**config.mk**
```make
export PLATFORM = sky130hd
export DESIGN_NAME = proc_mc_flat
export DESIGN_NICKNAME = d
export VERILOG_FILES = /design/src/rtl/proc_mc_pkg.sv /design/src/rtl/proc_mc_if.sv /design/src/rtl/proc_mc_alu.sv /design/src/rtl/proc_mc.sv /design/src/flat_wrapper.sv
export SDC_FILE = /design/constraint.sdc
export NUM_CORES = 1
export LEC_CHECK = 0
export ABC_AREA = 1
export CAP_MARGIN = 10
export CORE_UTILIZATION = 40
export CTS_CLUSTER_DIAMETER = 60
export DETAILED_ROUTE_END_ITERATION = 12
export GPL_TIMING_DRIVEN = 0
export SLEW_MARGIN = 20
export SYNTH_ARGS = -nofsm -noshare
export SYNTH_HDL_FRONTEND = slang
export SYNTH_SLANG_ARGS = --single-unit
```
**constraint.sdc**
```tcl
create_clock -name Clock -period 4.12 [get_ports Clock]
set_clock_uncertainty 0.1 [all_clocks]
set_input_delay 0.618 -clock Clock [delete_from_list [all_inputs] [get_ports Clock]]
set_output_delay 0.618 -clock Clock [all_outputs]
set_load 0.01 [all_outputs]
```
**src/rtl/proc_mc_pkg.sv**
```systemverilog
// rtl/proc_mc_pkg.sv - opcodes, FSM states and instruction field positions for proc_mc
package proc_mc_pkg;

  localparam logic [3:0] OP_MV   = 4'd0;
  localparam logic [3:0] OP_MVI  = 4'd1;
  localparam logic [3:0] OP_ADD  = 4'd2;
  localparam logic [3:0] OP_SUB  = 4'd3;
  localparam logic [3:0] OP_AND  = 4'd4;
  localparam logic [3:0] OP_SLT  = 4'd5;
  localparam logic [3:0] OP_SLL  = 4'd6;
  localparam logic [3:0] OP_SRL  = 4'd7;
  localparam logic [3:0] OP_MVNZ = 4'd8;
  localparam logic [3:0] OP_LD   = 4'd9;
  localparam logic [3:0] OP_SD   = 4'd10;

  localparam int OPC_MSB = 15;
  localparam int OPC_LSB = 12;
  localparam int A_MSB   = 11;
  localparam int A_LSB   = 9;
  localparam int B_MSB   = 8;
  localparam int B_LSB   = 6;
  localparam int IMM_MSB = 5;
  localparam int IMM_LSB = 0;

  typedef enum logic [1:0] {
    FETCH = 2'd0,
    EXEC  = 2'd1,
    WB    = 2'd2
  } state_t;

endpackage

```
**src/rtl/proc_mc_if.sv**
```systemverilog
// rtl/proc_mc_if.sv - harness-facing run/load/retire signals of proc_mc
interface proc_mc_if #(
  parameter int DATA_W  = 16,
  parameter int IMEM_AW = 4
);
  logic               Run;
  logic               Load;
  logic [IMEM_AW-1:0] LoadAddr;
  logic [15:0]        DIN;
  logic               Done;
  logic [DATA_W-1:0]  Out;
  logic [IMEM_AW-1:0] PC;

  modport master (output Run, Load, LoadAddr, DIN, input Done, Out, PC);
  modport slave  (input Run, Load, LoadAddr, DIN, output Done, Out, PC);
endinterface

```
**src/rtl/proc_mc_alu.sv**
```systemverilog
// rtl/proc_mc_alu.sv - combinational ALU for proc_mc; sll/srl exist only under PROC_MC_SHIFT_EN
module proc_mc_alu
  import proc_mc_pkg::*;
#(
  parameter int DATA_W = 16
) (
  input  logic [3:0]        op,
  input  logic [DATA_W-1:0] a,
  input  logic [DATA_W-1:0] b,
  output logic [DATA_W-1:0] y
);

`ifdef PROC_MC_SHIFT_EN
  localparam logic [DATA_W-1:0] SHIFT_LIM = DATA_W'(DATA_W);
`endif

  always_comb begin
    y = '0;
    case (op)
      OP_ADD: y = a + b;
      OP_SUB: y = a - b;
      OP_AND: y = a & b;
      OP_SLT: y = DATA_W'(a < b);
`ifdef PROC_MC_SHIFT_EN
      // The whole of b is the shift amount, so oversized shifts clear the word.
      OP_SLL: y = (b >= SHIFT_LIM) ? '0 : (a << b);
      OP_SRL: y = (b >= SHIFT_LIM) ? '0 : (a >> b);
`endif
      default: y = '0;
    endcase
  end

endmodule

```
**src/rtl/proc_mc.sv**
```systemverilog
// rtl/proc_mc.sv - multi-cycle 16-bit-instruction processor; PROC_MC_SHIFT_EN enables sll/srl
module proc_mc
  import proc_mc_pkg::*;
#(
  parameter int DATA_W  = 16,
  parameter int IMEM_AW = 4,
  parameter int DMEM_AW = 3
) (
  input  logic     Clock,
  input  logic     Reset,
  proc_mc_if.slave bus
);

  localparam logic [IMEM_AW-1:0] PC_STEP = IMEM_AW'(1);

  logic [15:0]        imem [2**IMEM_AW];
  logic [DATA_W-1:0]  dmem [2**DMEM_AW];
  logic [DATA_W-1:0]  regs [8];

  state_t             state;
  logic [15:0]        ir;
  logic [IMEM_AW-1:0] pc;
  logic [DATA_W-1:0]  res_q;
  logic               done_q;
  logic [DATA_W-1:0]  out_q;

  logic [3:0]         opcode;
  logic [2:0]         a_idx;
  logic [2:0]         b_idx;
  logic [DATA_W-1:0]  ra;
  logic [DATA_W-1:0]  rb;
  logic [DATA_W-1:0]  imm_val;
  logic [DATA_W-1:0]  alu_y;
  logic [DMEM_AW-1:0] daddr;

  assign opcode  = ir[OPC_MSB:OPC_LSB];
  assign a_idx   = ir[A_MSB:A_LSB];
  assign b_idx   = ir[B_MSB:B_LSB];
  assign ra      = regs[a_idx];
  assign rb      = regs[b_idx];
  assign imm_val = DATA_W'({ir[B_MSB:B_LSB], ir[IMM_MSB:IMM_LSB]});
  assign daddr   = rb[DMEM_AW-1:0];

  assign bus.Done = done_q;
  assign bus.Out  = out_q;
  assign bus.PC   = pc;

  proc_mc_alu #(.DATA_W(DATA_W)) u_alu (
    .op (opcode),
    .a  (ra),
    .b  (rb),
    .y  (alu_y)
  );

  // Memories are never reset; writes are suppressed while Reset is high.
  always_ff @(posedge Clock) begin
    if (!Reset && state == FETCH && !bus.Run && bus.Load)
      imem[bus.LoadAddr] <= bus.DIN;
  end

  always_ff @(posedge Clock) begin
    if (!Reset && state == EXEC && opcode == OP_SD)
      dmem[daddr] <= ra;
  end

  always_ff @(posedge Clock) begin
    if (Reset) begin
      state  <= FETCH;
      pc     <= '0;
      ir     <= '0;
      res_q  <= '0;
      done_q <= 1'b0;
      out_q  <= '0;
      for (int i = 0; i < 8; i++) regs[i] <= '0;
    end else begin
      done_q <= 1'b0;
      case (state)
        FETCH: begin
          if (bus.Run) begin
            ir    <= imem[pc];
            pc    <= pc + PC_STEP;
            state <= EXEC;
          end
        end
        EXEC: begin
          state  <= FETCH;
          done_q <= 1'b1;
          case (opcode)
            OP_MV: begin
              regs[a_idx] <= rb;
              out_q       <= rb;
            end
            OP_MVI: begin
              regs[a_idx] <= imm_val;
              out_q       <= imm_val;
            end
            OP_ADD, OP_SUB: begin
              res_q  <= alu_y;
              state  <= WB;
              done_q <= 1'b0;
            end
            OP_LD: begin
              res_q  <= dmem[daddr];
              state  <= WB;
              done_q <= 1'b0;
            end
`ifdef PROC_MC_SHIFT_EN
            OP_AND, OP_SLT, OP_SLL, OP_SRL: begin
`else
            OP_AND, OP_SLT: begin
`endif
              regs[a_idx] <= alu_y;
              out_q       <= alu_y;
            end
            OP_MVNZ: begin
              out_q <= ra;
              if (rb != '0) pc <= ra[IMEM_AW-1:0];
            end
            OP_SD: out_q <= ra;
            default: ;
          endcase
        end
        WB: begin
          regs[a_idx] <= res_q;
          out_q       <= res_q;
          done_q      <= 1'b1;
          state       <= FETCH;
        end
        default: state <= FETCH;
      endcase
    end
  end

endmodule

```
**src/flat_wrapper.sv**
```systemverilog
// flat-port wrapper written by rule: the top's interface ports become plain ports
module proc_mc_flat import proc_mc_pkg::*;
#(
  parameter int DATA_W  = 16,
  parameter int IMEM_AW = 4,
  parameter int DMEM_AW = 3
)
  (Clock, Reset, bus_Run, bus_Load, bus_LoadAddr, bus_DIN, bus_Done, bus_Out, bus_PC);
  proc_mc_if #(.DATA_W(DATA_W), .IMEM_AW(IMEM_AW)) bus_i ();
  input  logic Clock;
  input  logic Reset;
  input wire logic [$bits(bus_i.Run)-1:0] bus_Run;
  input wire logic [$bits(bus_i.Load)-1:0] bus_Load;
  input wire logic [$bits(bus_i.LoadAddr)-1:0] bus_LoadAddr;
  input wire logic [$bits(bus_i.DIN)-1:0] bus_DIN;
  output wire logic [$bits(bus_i.Done)-1:0] bus_Done;
  output wire logic [$bits(bus_i.Out)-1:0] bus_Out;
  output wire logic [$bits(bus_i.PC)-1:0] bus_PC;
  assign bus_i.Run = bus_Run;
  assign bus_i.Load = bus_Load;
  assign bus_i.LoadAddr = bus_LoadAddr;
  assign bus_i.DIN = bus_DIN;
  assign bus_Done = bus_i.Done;
  assign bus_Out = bus_i.Out;
  assign bus_PC = bus_i.PC;
  proc_mc #(.DATA_W(DATA_W), .IMEM_AW(IMEM_AW), .DMEM_AW(DMEM_AW)) u_core (.Clock(Clock), .Reset(Reset), .bus(bus_i));
endmodule
```
==> impl_metrics.yaml <==
synthesis:
  syn_inst: 2769
  synthFlopType: "edfxtp_1"
  yosysWarnings: 0
  yosys.cell_types.count: 49
  synth_area_leader_cell: "edfxtp_1"
  synthTopCellsByArea: "edfxtp_1 57%, nand2_1 6.4%, nor2_1 6.1%"
  synth_seq_area_share_pct: 61.1
  netlist.area_leader.share_pct: 57.0
  async_flop_share_pct: 0
  syn_nets: 2831
  ys_seq_elements: 567
  syn_area_sq_um: 27000
  syn_area_per_cell_sq_um: 9.74
  synth_edf_count: 512
clock_network:
  clk_pin_slew_ns: 0.06
  holdBufCountCts: 0
  h-tree-depth: 2
  cts.sinks: 567
  clk-insertion-delay-late_ns: 0.67
  cts_tree: "yes"
  cts-root-buf: "clkbuf_16"
  cts_buffer_depth: 3
  cts_made_buffers: 61
place:
  place.gp.congestion: 0.969
  dpl_cell_area_sq_um: 28900
  place_hpwl_microns: 66600
  portBuffers: 43
sta:
  fmax_ghz: 0.249
  worst_pin_slew_ns: 0.888
  drv_slew: 0
  final.setup.tns_ns: 0
  holdWs_ns: 0.367
  finalCritPeriodShare_pct: 97.3
  hold_viol: 0
  max_slew_margin_pct: 40.2
  setup_violations: 0
  fin_crit_ns: 4.01
floorplan:
  die_area_sq_um: 68500
  ios: 45
  core-area_sq_um: 66200
  start_util_pct: 40.7
  row_count: 94
  die_w_microns: 262
  die_y_microns: 262
critical_path:
  crit_fanout: 10
  crit_slowest_cell: "fa_2"
  critical_path.most_common_cell: "nand3_1"
  crit_type: "reg -> reg"
  critical_path_arrival_ns: 4.30
  endpoint_kind: "flip-flop"
  cp.required_ns: 4.41
  crit_path_max_incr_delay_ns: 0.39
  critPathLaunchType: "flip-flop"
  path_cells: "clkinvlp_4 -> buf_4 -> nand3_4 -> inv_2 -> buf_4 -> nand2_1 -> nand4_1 -> a21oi_2 -> nand3_4 -> buf_4 -> fa_2 -> nand3_1 -> nand2_2 -> nand2_1 -> nand2_2 -> nand2_1 -> nand3_1 -> nand3_1 -> nand3_1 -> nand2_1 -> nand3_1 -> nand2_4 -> nor2_1"
global_routing:
  grt_util_met2_pct: 45.6
  met1_usage_pct: 35.6
  grt-busiest-layer: "met2"
  grt_max_degree: 19
  grt_pass1_wl_microns: 136000
  grt_pass1_vias: 21000
  grt_util_met3_pct: 2.94
  antenna_found_initial: 1
  grt_util_all_layers_pct: 27.3
  grt_overflow: 0
route:
  dr.pass1.iters: 6
  antenna_left: 0
  routedWlPerCell_microns: 24.4
  vias_per_cell: 5.70
  drt-initial-drc-count: 2364
  wirelength_microns: 93900
  drc: 0
  via_count: 22000
layout:
  multiInputGateArea_sq_um: 9320
  ff_latch_area_sq_um: 16500
  layout_common_cells: "512 x edfxtp_1, 437 x nand2_1, 406 x nor2_1, 279 x o21ai_0, 234 x inv_1"
  nNetsFinal: 3002
  drive_gt1_share_pct: 13.2
  area_delta_synth_final_pct: 17.9
  antennaDiodeCount: 0
  final_core_utilization_pct: 48.0
  final_common_cell: "edfxtp_1"
  n_fill_cell: 6131
  final_area_sq_um: 31800
pwr:
  vdd_drop_max_mv: 0.345
  powerDensity_nw_per_um2: 549
  p_leak_nw: 11.9
run:
  cap_violations: 0
worst_hold_path:
  holdCritPathClass: "reg -> reg"
outcome:
  outcome: "completed"
==> registers in the layout (all words and copies together), names as in the netlist <==
signal,count
u_core.imem,256
u_core.dmem,128
u_core.res_q,16
u_core.bus.Out,16
u_core.bus.Done,1
u_core.regs,128
u_core.bus.PC,4
u_core.state,2
u_core.ir,16
==> report_power, final <==
part | internal (mW) | switching (mW)
sequential | 6.50 | 0.111
combinational | 1.48 | 3.69
clock | 3.31 | 2.35
==> synthesized netlist by cell type, drive strengths merged (2+ instances only) <==
master,count
edfxtp,512
nand2,481
nor2,438
o21ai,324
inv,247
nand3,167
a21oi,155
clkbuf,83
buf,58
dfxtp,55
o221ai,51
ha,36
o211ai,34
o22ai,27
nand4,25
a22oi,15
or2,14
o2bb2ai,8
nor3,7
clkinv,5
nand3b,5
o21bai,5
o2111ai,3
a31oi,2
fa,2
==> through the flow <==
stage / setup slack (ns) / std cells / power (mW)
2_1_floorplan: 0.654 / 2769 / 9.55
3_3_place_gp: -1.95 / 3676 / 11.4
3_5_place_dp: -1.92 / 3700 / 11.4
4_1_cts: 0.0161 / 3840 / 17.3
5_1_grt: -0.0358 / 3857 / 18.1
6_report: 0.110 / 3857 / 17.5
==> path summary, 6_finish.rpt <==
check,from,end,slack (ns),cells after the start
worst max-delay path,u_core.ir[10],u_core.regs[2][10],0.11,23
worst min-delay path,u_core.bus.Out[13],u_core.bus.Out[13],0.37,2
worst max register to register,u_core.ir[10],u_core.regs[2][10],0.11,23
worst min register to register,u_core.bus.Out[13],u_core.bus.Out[13],0.37,2
==> metal layers <==
layer,part of all wire (%),wire (microns)
met4,4.9,4600
met2,48,45000
met1,40,37700
met3,7.0,6580
met5,0.0096,9
==> worst max-delay path, delay by kind of cell, from the launching register on <==
family / cells / cell delay (ns)
adder cells (fa/ha/maj): 1 / 0.39
AND/OR/NAND/NOR: 16 / 1.85
flip-flops: 1 / 0.36
buffers and inverters: 5 / 0.79
AO/OA/AOI/OAI: 1 / 0.24
==> cells by family after synthesis <==
logic type,count (synthesis),synth area share (%)
XOR/XNOR,2,0.0650
AO/OA/AOI/OAI,630,13.5
flip-flops,567,61.1
AND/OR/NAND/NOR,1139,17.4
adder cells (fa/ha/maj),38,1.82
buffers and inverters,393,6.09
==> what timing repair did <==
item,in CTS,in global routing
pin swaps,15,12
cloned,0,0
setup endpoints to repair,149,249
gates resized for setup,62,75
buffers inserted,31,18
==> cell type report <==
type / instances / area share [%]
sequential: 567 / 51.9
multi-input combinational: 1809 / 29.3
clock buffer: 91 / 5.68
timing repair buffer: 116 / 3.57
tap: 864 / 3.40
inverter: 252 / 3.02
buffer: 133 / 2.18
clock inverter: 25 / 0.968
(Power assumes the default switching activity.)
